### src/rtl/locker_pkg.sv
// Shared definitions for the 2-digit locker: FSM state encodings, BCD limit and
// the 7-segment pattern table used by the display decoders.
package locker_pkg;

  localparam logic [2:0] ST_LOCKED   = 3'd0;
  localparam logic [2:0] ST_UNLOCKED = 3'd1;
  localparam logic [2:0] ST_CHANGE   = 3'd2;
  localparam logic [2:0] ST_ALARM    = 3'd3;

  localparam logic [3:0] BCD_MAX = 4'd9;

  // Segment order {g,f,e,d,c,b,a}, active high; non-BCD values show a dash.
  localparam logic [6:0] SEG7_TABLE [16] = '{
    7'h3F, 7'h06, 7'h5B, 7'h4F, 7'h66, 7'h6D, 7'h7D, 7'h07,
    7'h7F, 7'h6F, 7'h40, 7'h40, 7'h40, 7'h40, 7'h40, 7'h40
  };

  function automatic logic [6:0] seg7_decode(input logic [3:0] digit);
    return SEG7_TABLE[digit];
  endfunction

  function automatic logic is_bcd(input logic [3:0] digit);
    return (digit <= BCD_MAX);
  endfunction

endpackage

### src/rtl/locker_down_timer.sv
// Loadable down-counter that stops at zero; zero_o flags an expired count.
module locker_down_timer #(
  parameter int unsigned WIDTH = 8
) (
  input  logic             clk,
  input  logic             rst_n,
  input  logic             load_i,
  input  logic [WIDTH-1:0] value_i,
  input  logic             en_i,
  output logic             zero_o
);

  logic [WIDTH-1:0] count_q, count_d;

  always_comb begin
    count_d = count_q;
    if (load_i) begin
      count_d = value_i;
    end else if (en_i && (count_q != '0)) begin
      count_d = count_q - 1'b1;
    end
  end

  always_ff @(posedge clk or negedge rst_n) begin
    if (!rst_n) begin
      count_q <= '0;
    end else begin
      count_q <= count_d;
    end
  end

  assign zero_o = (count_q == '0);

endmodule

### src/rtl/locker_seq_ctrl.sv
// Locker sequencing FSM: entry buffer, stored password, error count, lockout.
// Optional auto-relock from UNLOCKED is enabled by defining LOCKER_AUTO_RELOCK_EN.
module locker_seq_ctrl
  import locker_pkg::*;
#(
  parameter logic [7:0]  DEFAULT_PWD   = 8'h11,
  parameter int unsigned MAX_ERR       = 3,
  parameter int unsigned LOCK_CYCLES   = 50_000_000,
  parameter int unsigned UNLOCK_CYCLES = 250_000_000
) (
  input  logic       clk,
  input  logic       rst_n,
  input  logic [3:0] switch,
  input  logic       dig0_p,
  input  logic       dig1_p,
  input  logic       confirm_p,
  input  logic       chg_p,
  output logic [3:0] code0,
  output logic [3:0] code1,
  output logic       unlocked,
  output logic       alarm,
  output logic [1:0] err_cnt,
  output logic [2:0] state
);

  localparam int unsigned   LOCK_W    = (LOCK_CYCLES > 1) ? $clog2(LOCK_CYCLES) : 1;
  localparam logic [LOCK_W-1:0] LOCK_LOAD = LOCK_W'(LOCK_CYCLES - 1);
  localparam logic [1:0]    MAX_ERR_L = 2'(MAX_ERR);
  localparam logic [2:0]    MAX_ERR_W = 3'(MAX_ERR);

  // Out-of-range configurations leave this marker block in the elaborated tree.
  if (MAX_ERR == 0 || MAX_ERR > 3 || LOCK_CYCLES == 0 || UNLOCK_CYCLES == 0) begin : g_cfg_invalid
  end

  logic [2:0] state_q, state_d;
  logic [3:0] code0_q, code0_d, code1_q, code1_d;
  logic [1:0] err_q, err_d;
  logic [7:0] pwd_q, pwd_d;
  logic       unlocked_q, alarm_q;

  logic take_dig0, take_dig1, take_conf, take_chg;
  logic code_ok, code_match;
  logic [2:0] err_next;
  logic lock_load, lock_zero;

  // Only the highest-priority pulse in a cycle is acted upon.
  always_comb begin
    take_dig0 = dig0_p;
    take_dig1 = dig1_p & ~dig0_p;
    take_conf = confirm_p & ~dig0_p & ~dig1_p;
    take_chg  = chg_p & ~dig0_p & ~dig1_p & ~confirm_p;
  end

  assign code_ok    = is_bcd(code1_q) && is_bcd(code0_q);
  assign code_match = code_ok && ({code1_q, code0_q} == pwd_q);
  assign err_next   = {1'b0, err_q} + 3'd1;

  locker_down_timer #(
    .WIDTH (LOCK_W)
  ) u_lock_timer (
    .clk     (clk),
    .rst_n   (rst_n),
    .load_i  (lock_load),
    .value_i (LOCK_LOAD),
    .en_i    (state_q == ST_ALARM),
    .zero_o  (lock_zero)
  );

`ifdef LOCKER_AUTO_RELOCK_EN
  localparam int unsigned RELOCK_W = (UNLOCK_CYCLES > 1) ? $clog2(UNLOCK_CYCLES) : 1;
  localparam logic [RELOCK_W-1:0] RELOCK_LOAD = RELOCK_W'(UNLOCK_CYCLES - 1);

  logic relock_load, relock_zero;

  // Reload on every entry to UNLOCKED; CHANGE leaves the count untouched.
  assign relock_load = ((state_d == ST_UNLOCKED) && (state_q != ST_UNLOCKED)) ||
                       ((state_q == ST_UNLOCKED) && (take_conf || take_chg));

  locker_down_timer #(
    .WIDTH (RELOCK_W)
  ) u_relock_timer (
    .clk     (clk),
    .rst_n   (rst_n),
    .load_i  (relock_load),
    .value_i (RELOCK_LOAD),
    .en_i    (state_q == ST_UNLOCKED),
    .zero_o  (relock_zero)
  );
`endif

  always_comb begin
    state_d   = state_q;
    code0_d   = code0_q;
    code1_d   = code1_q;
    err_d     = err_q;
    pwd_d     = pwd_q;
    lock_load = 1'b0;
    case (state_q)
      ST_LOCKED: begin
        if (take_dig0) begin
          code0_d = switch;
        end else if (take_dig1) begin
          code1_d = switch;
        end else if (take_conf) begin
          if (code_match) begin
            state_d = ST_UNLOCKED;
            err_d   = '0;
          end else if (err_next >= MAX_ERR_W) begin
            state_d   = ST_ALARM;
            err_d     = MAX_ERR_L;
            lock_load = 1'b1;
          end else begin
            err_d = err_next[1:0];
          end
        end
      end
      ST_UNLOCKED: begin
        if (take_conf) begin
          state_d = ST_LOCKED;
          code0_d = '0;
          code1_d = '0;
        end else if (take_chg) begin
          state_d = ST_CHANGE;
          code0_d = '0;
          code1_d = '0;
        end
`ifdef LOCKER_AUTO_RELOCK_EN
        else if (relock_zero) begin
          state_d = ST_LOCKED;
          code0_d = '0;
          code1_d = '0;
        end
`endif
      end
      ST_CHANGE: begin
        if (take_dig0) begin
          code0_d = switch;
        end else if (take_dig1) begin
          code1_d = switch;
        end else if (take_conf) begin
          if (code_ok) begin
            pwd_d   = {code1_q, code0_q};
            state_d = ST_UNLOCKED;
          end
        end else if (take_chg) begin
          state_d = ST_UNLOCKED;
        end
      end
      ST_ALARM: begin
        if (lock_zero) begin
          state_d = ST_LOCKED;
          err_d   = '0;
          code0_d = '0;
          code1_d = '0;
        end
      end
      default: begin
        state_d = ST_LOCKED;
      end
    endcase
  end

  always_ff @(posedge clk or negedge rst_n) begin
    if (!rst_n) begin
      state_q    <= ST_LOCKED;
      code0_q    <= '0;
      code1_q    <= '0;
      err_q      <= '0;
      pwd_q      <= DEFAULT_PWD;
      unlocked_q <= 1'b0;
      alarm_q    <= 1'b0;
    end else begin
      state_q    <= state_d;
      code0_q    <= code0_d;
      code1_q    <= code1_d;
      err_q      <= err_d;
      pwd_q      <= pwd_d;
      unlocked_q <= (state_d == ST_UNLOCKED) || (state_d == ST_CHANGE);
      alarm_q    <= (state_d == ST_ALARM);
    end
  end

  assign code0    = code0_q;
  assign code1    = code1_q;
  assign err_cnt  = err_q;
  assign state    = state_q;
  assign unlocked = unlocked_q;
  assign alarm    = alarm_q;

endmodule

### config.mk
export PLATFORM = sky130hd
export DESIGN_NAME = locker_seq_ctrl
export DESIGN_NICKNAME = d
export VERILOG_FILES = /design/src/rtl/locker_pkg.sv /design/src/rtl/locker_down_timer.sv /design/src/rtl/locker_seq_ctrl.sv
export SDC_FILE = /design/constraint.sdc
export NUM_CORES = 1
export LEC_CHECK = 0
export CAP_MARGIN = 10
export CORE_UTILIZATION = 60
export CTS_CLUSTER_DIAMETER = 200
export DETAILED_ROUTE_END_ITERATION = 8
export PLACE_DENSITY = 0.83
export SETUP_SLACK_MARGIN = 0.2
export SLEW_MARGIN = 0
export SYNTH_ARGS = -nofsm -noshare
export SYNTH_HDL_FRONTEND = slang
export SYNTH_SLANG_ARGS = --single-unit
### constraint.sdc
create_clock -name clk -period 3.6 [get_ports clk]
set_input_delay 0.36 -clock clk [delete_from_list [all_inputs] [get_ports clk]]
set_output_delay 0.36 -clock clk [all_outputs]
set_load 0.01 [all_outputs]
==> results of run 1 <==
==> sequential cells by signal, indices dropped and copies added (netlist names) <==
name	cells
u_lock_timer.count_q	26
pwd_q	8
code0	4
code1	4
state	3
err_cnt	2
alarm	1
unlocked	1
==> area by class of cell <==
| type | count | area, sq um | share of cell area |
|---|---|---|---|
| multi-input cells | 185 | 1290 | 0.439 |
| flip-flops and latches | 49 | 1230 | 0.418 |
| repair buffers | 26 | 250 | 0.0852 |
| clock buffers | 6 | 72.6 | 0.0247 |
| well taps | 50 | 62.6 | 0.0213 |
| inverters | 5 | 18.8 | 0.00639 |
| clock inverters | 2 | 15.0 | 0.00511 |
==> worst max-delay path, cell delays in order, from the launching register on <==
cell,delay (ns)
dfrtp_1,0.43
nor4_1,0.58
nand3_1,0.28
o31ai_2,0.61
buf_4,0.35
or4_2,0.15
nand3_1,0.07
==> synth_stat cells (all sizes together) (5+ instances only) <==
cell	count	area, sq um
inv	5	18.8
xnor2	13	114
dfrtp	47	1180
nor2b	5	31.3
a21oi	10	50.1
nand4	6	37.5
nand2	12	45.0
buf	5	33.8
nor2	9	33.8
nand3	17	85.1
nor4	6	52.6
o31ai	10	80.1
or4	10	81.3
or3	11	71.3
o21ai	14	70.1
mux2	16	180
nor3	8	40.0
==> metal layers <==
| layer | GRT usage | vias to the layer above |
|---|---|---|
| met2 | 0.418 | 42 |
| met5 | 0 | - |
| met4 | 0.0904 | 0 |
| li1 | - | 983 |
| met3 | 0.0608 | 8 |
| met1 | 0.361 | 994 |
==> how the worst max path moves through the flow <==
stage          cells past startpoint  slack, ns                     start                       end
2_1_floorplan                      6       1.54   u_lock_timer.count_q[6]  u_lock_timer.count_q[25]
3_3_place_gp                       6       1.14                 confirm_p                err_cnt[0]
3_5_place_dp                       6       1.03  u_lock_timer.count_q[17]   u_lock_timer.count_q[6]
4_1_cts                            6       0.99  u_lock_timer.count_q[17]   u_lock_timer.count_q[6]
5_1_grt                            6       0.74  u_lock_timer.count_q[20]   u_lock_timer.count_q[6]
6_report                           6       0.96  u_lock_timer.count_q[17]   u_lock_timer.count_q[6]
==> cell families after synthesis <==
group | after synthesis
AOI/OAI and AO/OA | 51
xor gates and xnor gates | 14
adders and majority gates | 1
buffers and inverters | 13
DFF | 49
muxes | 16
other | 1
and+or+nand+nor | 102
==> cell usage in the layout, fill, tap and decap left out, drive strengths merged, types with 2 or more instances in the layout <==
| cell | count |
|---|---|
| a21o | 2 |
| a21oi | 10 |
| and2 | 2 |
| and3 | 2 |
| buf | 3 |
| clkbuf | 6 |
| clkdlybuf4s50 | 23 |
| clkinvlp | 2 |
| dfrtp | 47 |
| dfstp | 2 |
| inv | 5 |
| mux2 | 16 |
| nand2 | 12 |
| nand2b | 2 |
| nand3 | 17 |
| nand4 | 6 |
| nor2 | 9 |
| nor2b | 5 |
| nor3 | 8 |
| nor3b | 4 |
| nor4 | 6 |
| nor4b | 2 |
| o211ai | 4 |
| o21ai | 14 |
| o311ai | 2 |
| o31ai | 10 |
| o41ai | 2 |
| or2 | 3 |
| or3 | 11 |
| or4 | 10 |
| xnor2 | 13 |
==> metrics by stage <==
step                      hold slack [ns]  total power [mW]  utilization
after global placement              0.504              1.14        0.702
final                               0.241              1.47        0.724
after floorplan                    0.0644             0.979            -
after global routing                0.326              1.56        0.724
after CTS                           0.281              1.48        0.724
after detailed placement            0.512              1.16        0.702
==> where the power goes <==
group	internal (mW)	switching [mW]	total (mW)
clock	0.137	0.185	0.322
sequential	0.652	0.116	0.768
combinational	0.214	0.169	0.383
total	1.00	0.469	1.47
==> results.md, run 1 <==
* Layout cell share with drive strength beyond 1 at 0.154
* DP Area at 2850 sq um
* DR vias/cell at approximately 6.3
* Final Skew at ~0.011 ns
* Cell Pwr Density at about 500 nW/um^2
* Warnings from Yosys at 0
* Synth Area in XOR/XNOR at 0.0475
* Synthesized flop and latch total at between 40 and 50
* # resized after CTS at 0
* Synthesis-to-finish area growth at 13.8%
* Distinct cell type count after synthesis at 52
* Die height at around 68 microns
* Row count at 23
* Die area at 4570 sq um
* Clk sink count at between 40 and 50
* Avg Cell Area, Syn at between 10 and 15 sq um
* Reg2reg end: u_lock_timer.count_q[6]
* GP Congestion at just over 0.8
* Setup crit end kind: flop
* Mux cell area share after synthesis at 0.0698
* 1st-pass router iterations at 4
* DPL Wire Length at ~3.8 mm
* Inst Count DP at 315
* Worst Max-Slew Pin Slew at ~1.1 ns
* Drt drc at 0
* Largest family of logic cells by synthesized area: simple AND/OR/NAND/NOR gates
* Antenna-violating nets left at 0
* TritonCTS buffer count at 5
* Grt ovf at 0
* Run status: finished, final reports clean
* R2r startpoint: u_lock_timer.count_q[17]
* Initial antenna violation count at 0
* H-tree levels at 2
* CTS tree: built
* Worst Hold Class: in -> async
* Clock Tree Buf Depth at 2
* Met1 wire length at 2.55 mm
* Core Area at between 4000 and 5000 sq um
* PnR worst setup slack at ~0.96 ns
* Met3 wire len at 180 microns
* Final setup viols at 0
* Vias in the first global route at between 1,500 and 2,000
* Ant diodes at 0
* CTS root buf: clkbuf_8
* Pin count of the biggest net entering global routing at 50
* Syn_nets at approximately 260
* Leak Pwr at ~1.1 nW
* First-pass GRT wire length at ~9 mm
* Crit Path Max Fanout at 22
* Crit start category: flop
* Setup Buffers After CTS at 0
* Routed vias at approximately 2,000
* Iteration-0 DRC Markers at about 140
* Routed WL at around 5.3 mm
* Top FF cell, synth: dfrtp_1
* Final min period at 2.64 ns
* WP data required at ~3.7 ns
* Register area share after synthesis at 0.476
* Post-Synth Adder-Cell Area at 0.00485
* Hold Violations, Final at 0
* Wirelength per Cell at about 16 microns
* Max Fclk at around 380 MHz
* Overall Global Routing Usage at 0.267
* Compound-gate portion of the synthesized area at 0.141
* Hold Buf Count CTS at 0
* Max cap viols at 0
* Post-Synth Simple-Gate Area at 0.235
* Syn Inst Count at around 250
* Design area at 2940 sq um
* Peak supply drop at a little under 0.0005 V
* Reg2reg path depth at 6
* WP data arrival at 2.78 ns
* Fin cells at about 320
* Number of flops mapped to enable cells by yosys at 0
* Final net count at approximately 280
* Fillers at around 280
* Initial Utilization at 0.636
* Relative slew margins at 0.290
* Clock latency on the worst-skew pair at a little over 0.3 ns
* Fin crit share at 0.733
* Cell Area, Synth at ~2600 sq um
* Post-route setup TNS at 0 ns
* Met2 wire length at between 2 and 3 mm
* Top Layer Used: met4
* Reg-to-reg slack, setup at 0.96 ns
* Die X at 67.6 microns
* Async S/R FF share, synth at 1.00
* Max-slew violations at 0
* Buffers added on ports at 24
* RSZ-0062 raised after global routing: no
* Kind of critical path: reg -> reg
* I/O Pins at 25
* Clock transition at path regs at approximately 0.090 ns
* Dpl ws at 1.03 ns
Note: power is estimated with default switching activity, not from simulation.
==> run 2: changes to the inputs <==
--- a/config.mk
+++ b/config.mk
@@ -6,10 +6,10 @@
 export NUM_CORES = 1
 export LEC_CHECK = 0
 export CAP_MARGIN = 10
-export CORE_UTILIZATION = 60
+export CORE_UTILIZATION = 57
 export CTS_CLUSTER_DIAMETER = 200
 export DETAILED_ROUTE_END_ITERATION = 8
-export PLACE_DENSITY = 0.83
+export PLACE_DENSITY = 0.8
 export SETUP_SLACK_MARGIN = 0.2
 export SLEW_MARGIN = 0
 export SYNTH_ARGS = -nofsm -noshare
==> constraint.sdc (replaced) <==
create_clock -name clk -period 2.7 [get_ports clk]
set_input_delay 0.27 -clock clk [delete_from_list [all_inputs] [get_ports clk]]
set_output_delay 0.27 -clock clk [all_outputs]
set_load 0.01 [all_outputs]
==> run 2 against run 1 <==
Effect of this change:
- count of clock-buffer cells in the layout unchanged
- power up 41%
- first-iteration DRC count down 16%
- combinational power up 34%
- die area up 5.1%
- sequential share of layout area down 1.4 points
- sequential power up 32%
- highest routed layer unchanged
- core utilization down 2.6 points
- fmax up 14%
- largest cell class unchanged
==> results.md, run 2 (synthesized netlist as in run 1, its figures left out) <==
* Run status: finished, final reports clean
* 1st-pass router iterations at 4 (unchanged)
* Reg2reg path depth at 6 (unchanged)
* Die height at 69.3 microns (+2.5%)
* H-tree levels at 2 (unchanged)
* WP data arrival at 2.51 ns (-0.27 ns)
* CP delay by family, top: simple AND/OR/NAND/NOR gates
* Initial Utilization at 0.593 (-0.0433)
* Clock latency on the worst-skew pair at 0.30 ns (about the same)
* Final Util at 0.698 (-0.0260)
* DR vias/cell at 6.11 (-2.6%)
* Ant diodes at 0 (unchanged)
* Regs by FF count: u_lock_timer.count_q: 26 flops, pwd_q: 8 flops
* Cell Pwr Density at 684 nW/um^2 (+36%)
* Grt ovf at 0 (unchanged)
* Worst Hold Class: in -> async
* Commonest non-fill, non-tap cells in the layout: dfrtp_1, clkdlybuf4s50_1, nand3_1
* Post-route setup TNS at 0 ns (unchanged)
* Crit path depth at 6 (unchanged)
* Crit path cell chain: nor4_1 -> nand3_1 -> o31ai_2 -> buf_4 -> inv_1 -> o22a_1
* Leak Pwr at 1.13 nW (+5.0%)
* Pin count of the biggest net entering global routing at 28 (-44%)
* Core Area at 4350 sq um (+7.3%)
* Vias in the first global route at 2,023 (+9.8%)
* Drt drc at 0 (unchanged)
* Kind of critical path: reg -> reg
* Final Skew at 0.00493 ns (-0.00597 ns)
* Fin crit share at 0.856 (+0.122)
* Row count at 24 (+4.3%)
* Max-slew violations at 0 (unchanged)
* Overall Global Routing Usage at 0.240 (-0.0271)
* Inst Count DP at 323 (+2.5%)
* Worst Max-Slew Pin Slew at 0.694 ns (-0.371 ns)
* Antenna-violating nets left at 0 (unchanged)
* Clk sink count at 49 (unchanged)
* Relative slew margins at 0.537 (+0.247)
* PnR worst setup slack at 0.389 ns (-0.570 ns)
* TritonCTS buffer count at 5 (unchanged)
* Iteration-0 DRC Markers at 119 (-16%)
* Final net count at 290 (+2.5%)
* Fin cells at 332 (+2.8%)
* Bufs and invs on worst path at 2 (+1)
* Die area at 4800 sq um (+5.1%)
* Hold Violations, Final at 0 (unchanged)
* Crit Path Max Fanout at 27 (+23%)
* Synthesis-to-finish area growth at 17.7%
* GP Congestion at 0.846 (+5.1%)
* Largest register by flop count: u_lock_timer.count_q
* CP max stage cell: nor4_1
* Layout cell share with drive strength beyond 1 at 0.182 (+0.0283)
* CTS root buf: clkbuf_8
* DPL Wire Length at 3.75 mm (-0.64%)
* Max FFs per register at 26 (unchanged)
* WP data required at 2.90 ns (-0.84 ns)
* Setup crit end kind: flop
* Total power draw at 2.08 mW (+41%)
* Final min period at 2.31 ns (-0.330 ns)
* Routed WL at 5.21 mm (-2.3%)
* Clock transition at path regs at 0.09 ns (about the same)
* Reg-to-reg slack, setup at 0.39 ns (-0.57 ns)
* Clock Tree Buf Depth at 2 (unchanged)
* Max cap viols at 0 (unchanged)
* Crit start category: flop
* Die X at 69.3 microns (+2.5%)
* CTS tree: built
* Max Fclk at 433 MHz (+14%)
* Dpl ws at 0.366 ns (-0.665 ns)
* RSZ-0062 raised after global routing: no
* Final setup viols at 0 (unchanged)
* Commonest non-fill, non-tap cell in the layout: dfrtp_1
* Critical path's largest stage delay at 0.56 ns (-0.05 ns)
* I/O Pins at 25 (unchanged)
* First-pass GRT wire length at 9.21 mm (+3.0%)
* Initial antenna violation count at 0 (unchanged)
* Buffers added on ports at 24 (unchanged)
* Peak supply drop at 0.000558 V (+15%)
* Routed vias at 2,030 (+0.15%)
* Wirelength per Cell at 15.7 microns (-4.9%)
[run 2: per-stage QoR]
stage                     area [sq um]  hold WS, ns
after global placement            2900        0.285
after global routing              3040        0.540
after detailed placement          2900        0.283
final                             3040        0.480
after CTS                         3030        0.497
after floorplan                   2580      -0.0256
[run 2: per-layer routing]
layer  wire length, microns  up-vias  part of all wire  global-route usage
met5                      0        -                 0                   0
met4                    112        0             0.022              0.0998
met3                    187       10             0.036              0.0465
met2                   2410       43              0.46               0.385
met1                   2500      981              0.48               0.319
li1                       -      996                 -                   -
[run 2: timing repair]
action                                 4_1_cts  5_1_grt
resized for setup                            0        2
setup endpoints to repair                    0       24
buffers inserted                             0        0
endpoints found under the hold margin       22        0
hold buffers                                 1        0
[run 2: worst paths after layout]
path,start,endpoint
setup / recovery,u_lock_timer.count_q[17],err_cnt[0]
hold / removal,rst_n,state[1]
setup reg to reg,u_lock_timer.count_q[17],err_cnt[0]
hold reg to reg,pwd_q[6],pwd_q[6]
max in group asynchronous,rst_n,u_lock_timer.count_q[21]
min in group clk,pwd_q[6],pwd_q[6]
[run 2: final cells by class]
type | instances | area [sq um]
Fill cell | 320 | 1320
Multi-Input combinational cell | 185 | 1300
Sequential cell | 49 | 1230
Timing Repair Buffer | 33 | 305
Clock buffer | 6 | 82.6
Tap cell | 52 | 65.1
Clock inverter | 2 | 37.5
Inverter | 5 | 18.8
[run 2: report_power, final]
part	internal, mW	switching, mW
clock network	0.301	0.247
registers	0.870	0.145
logic	0.291	0.223
total	1.46	0.615
==> run 3: changes to the inputs <==
--- a/config.mk
+++ b/config.mk
@@ -6,12 +6,13 @@
 export NUM_CORES = 1
 export LEC_CHECK = 0
 export CAP_MARGIN = 10
-export CORE_UTILIZATION = 57
+export CORE_UTILIZATION = 51
 export CTS_CLUSTER_DIAMETER = 200
 export DETAILED_ROUTE_END_ITERATION = 8
-export PLACE_DENSITY = 0.8
+export GPL_TIMING_DRIVEN = 0
+export PLACE_DENSITY = 0.75
 export SETUP_SLACK_MARGIN = 0.2
-export SLEW_MARGIN = 0
+export SLEW_MARGIN = 20
 export SYNTH_ARGS = -nofsm -noshare
 export SYNTH_HDL_FRONTEND = slang
 export SYNTH_SLANG_ARGS = --single-unit
==> constraint.sdc (replaced) <==
create_clock -name clk -period 1.92 [get_ports clk]
set_input_delay 0.192 -clock clk [delete_from_list [all_inputs] [get_ports clk]]
set_output_delay 0.192 -clock clk [all_outputs]
set_load 0.01 [all_outputs]
==> run 3 against run 2 <==
Effect of this change:
- fmax grew 6.4%
- clock power grew 10%
- routed wire length grew 29%
- global-route usage grew 1.8 points
- highest routed layer unchanged
- the run now ends with setup timing left
- power grew 42%
- setup slack lost 0.64 ns
- clock skew is essentially flat
==> results.md, run 3 (synthesized netlist as in run 1, its figures left out) <==
* Wirelength per Cell at 17.9 microns (+14%)
* Antenna-violating nets left at 0 (unchanged)
* Inst Count DP at 339 (+5.0%)
* Grt ovf at 0 (unchanged)
* Dpl ws at -0.441 ns (-0.807 ns)
* Clk sink count at 49 (unchanged)
* H-tree levels at 2 (unchanged)
* Die height at 73.1 microns (+5.5%)
* DP Area at 2950 sq um (+1.7%)
* Commonest non-fill, non-tap cell in the layout: dfrtp_1
* Clock Tree Buf Depth at 2 (unchanged)
* WP data required at 2.09 ns (-0.81 ns)
* Crit start category: flop
* Setup crit end kind: flop
* Crit Path Max Fanout at 7 (-74%)
* Overall Global Routing Usage at 0.258 (+0.0185)
* Row count at 25 (+4.2%)
* DPL Wire Length at 3.94 mm (+4.9%)
* Initial Utilization at 0.539 (-0.0535)
* Die X at 73.1 microns (+5.5%)
* Drt drc at 0 (unchanged)
* Failing checks: setup timing
* Iteration-0 DRC Markers at 198 (+66%)
* Core Area at 4790 sq um (+9.9%)
* Max cap viols at 0 (unchanged)
* Run status: complete, but fails checks
* Worst hold slack at 0.343 ns (-0.137 ns)
* CTS root buf: clkbuf_8
* Final Skew at 0.00456 ns (-0.000363 ns)
* Die area at 5350 sq um (+11%)
* Pin count of the biggest net entering global routing at 34 (+21%)
* Vias in the first global route at 2,154 (+6.5%)
* Fin cells at 375 (+13%)
* M2 GR Usage at 0.421 (+0.0357)
* CTS tree: built
* Final net count at 318 (+9.7%)
* 1st-pass router iterations at 5 (+1)
* Cell Pwr Density at 812 nW/um^2 (+19%)
* Final min period at 2.17 ns (-0.139 ns)
* Peak supply drop at 0.000519 V (-6.9%)
* Largest register by flop count: u_lock_timer.count_q
* PnR worst setup slack at -0.252 ns (-0.641 ns)
* Regs by FF count: u_lock_timer.count_q: 26 flops, pwd_q: 8 flops
* Met3 usage in global routing at 0.0566 (+0.0101)
* RSZ-0062 raised after global routing: yes
* Hold Violations, Final at 0 (unchanged)
* Most used routing layer: met2
* Synthesis-to-finish area growth at 41.0%
* I/O Pins at 25 (unchanged)
* DR vias/cell at 6.16 (+0.79%)
* TritonCTS buffer count at 5 (unchanged)
* Max Fclk at 460 MHz (+6.4%)
* Met1 Usage GRT at 0.349 (+0.0300)
* Leak Pwr at 1.35 nW (+19%)
* Max-slew violations at 0 (unchanged)
* First-pass GRT wire length at 10.5 mm (+14%)
* Final setup viols at 30 (+30)
* WP data arrival at 2.34 ns (-0.17 ns)
* Buffers added on ports at 24 (unchanged)
* Routed WL at 6.70 mm (+29%)
* Kind of critical path: reg -> reg
* Design area at 3640 sq um (+20%)
* GP Congestion at 0.762 (-9.9%)
* Max FFs per register at 26 (unchanged)
* Layout cell share with drive strength beyond 1 at 0.399 (+0.217)
* Commonest non-fill, non-tap cells in the layout: dfrtp_1, clkdlybuf4s50_1, buf_4
* Ant diodes at 0 (unchanged)
* Clock transition at path regs at 0.09 ns (about the same)
* Post-route setup TNS at -3.01 ns (-3.01 ns)
* Routed vias at 2,311 (+14%)
* Worst Hold Class: in -> async
* Initial antenna violation count at 0 (unchanged)
* Clock latency on the worst-skew pair at 0.30 ns (about the same)
* Fin crit share at 1.13 (+0.275)
## run 3: cell types whose count changed in the layout (fill, tap and decap cells not counted), moves of 4 or more
cell | previous run | this run
nor3_1 | 8 | 1
nor4_4 | 1 | 5
buf_4 | 8 | 17
nand3_1 | 17 | 13
nor3_4 | 0 | 5
or4_4 | 1 | 5
o21ai_0 | 14 | 9
buf_6 | 0 | 13
dfrtp_2 | 0 | 4
dfrtp_1 | 47 | 43
## run 3: worst paths after layout
kind,start,end,slack [ns],cells after the start
max,u_lock_timer.count_q[5],u_lock_timer.count_q[25],-0.25,6
min,rst_n,u_lock_timer.count_q[4],0.34,2
max reg2reg,u_lock_timer.count_q[5],u_lock_timer.count_q[25],-0.25,6
min reg2reg,pwd_q[5],pwd_q[5],0.53,1
max in group asynchronous,rst_n,pwd_q[4],1.00,3
min in group clk,pwd_q[5],pwd_q[5],0.53,1
## run 3: power by group
part | leakage [nW] | switching, mW | internal [mW]
Clock | 0.0385 | 0.346 | 0.258
Sequential | 0.551 | 0.255 | 1.22
Combinational | 0.765 | 0.401 | 0.473
Total | 1.35 | 1.00 | 1.95
## run 3: per-stage QoR
step,util,power [mW]
2_1_floorplan,-,1.85
5_1_grt,0.761,3.12
3_5_place_dp,0.615,2.19
3_3_place_gp,0.612,2.16
4_1_cts,0.736,2.89
6_report,0.761,2.96
## run 3: timing repair
item,in CTS,in global routing
pin swaps,24,11
buffers inserted,21,4
hold endpoints to repair,16,0
gates resized for setup,70,22
setup endpoints to repair,48,40
hold buffers,1,0
cloned,2,0
## run 3: layer usage
metal	vias up	share of wire	routed length (microns)
li1	1054	-	-
met1	1154	0.44	2970
met2	88	0.49	3270
met3	15	0.051	344
met4	0	0.018	123
met5	-	0	0
## run 3: worst max-delay path, stage by stage, from the launching register on
cell and delay [ns]:
dfrtp_2 0.46, or4_4 0.53, nor4_4 0.27, o311ai_4 0.21
buf_6 0.18, o41ai_2 0.22, o311ai_1 0.16
## run 3: layout make-up
class                      count  area [sq um]
buffer                         8          67.6
clock buffer                   7          76.3
clock inverter                 1          7.51
fill                         292          1150
inverter                       5          18.8
multi-input combinational    185          1640
sequential                    49          1230
tap                           67          83.8
timing repair buffer          53           514
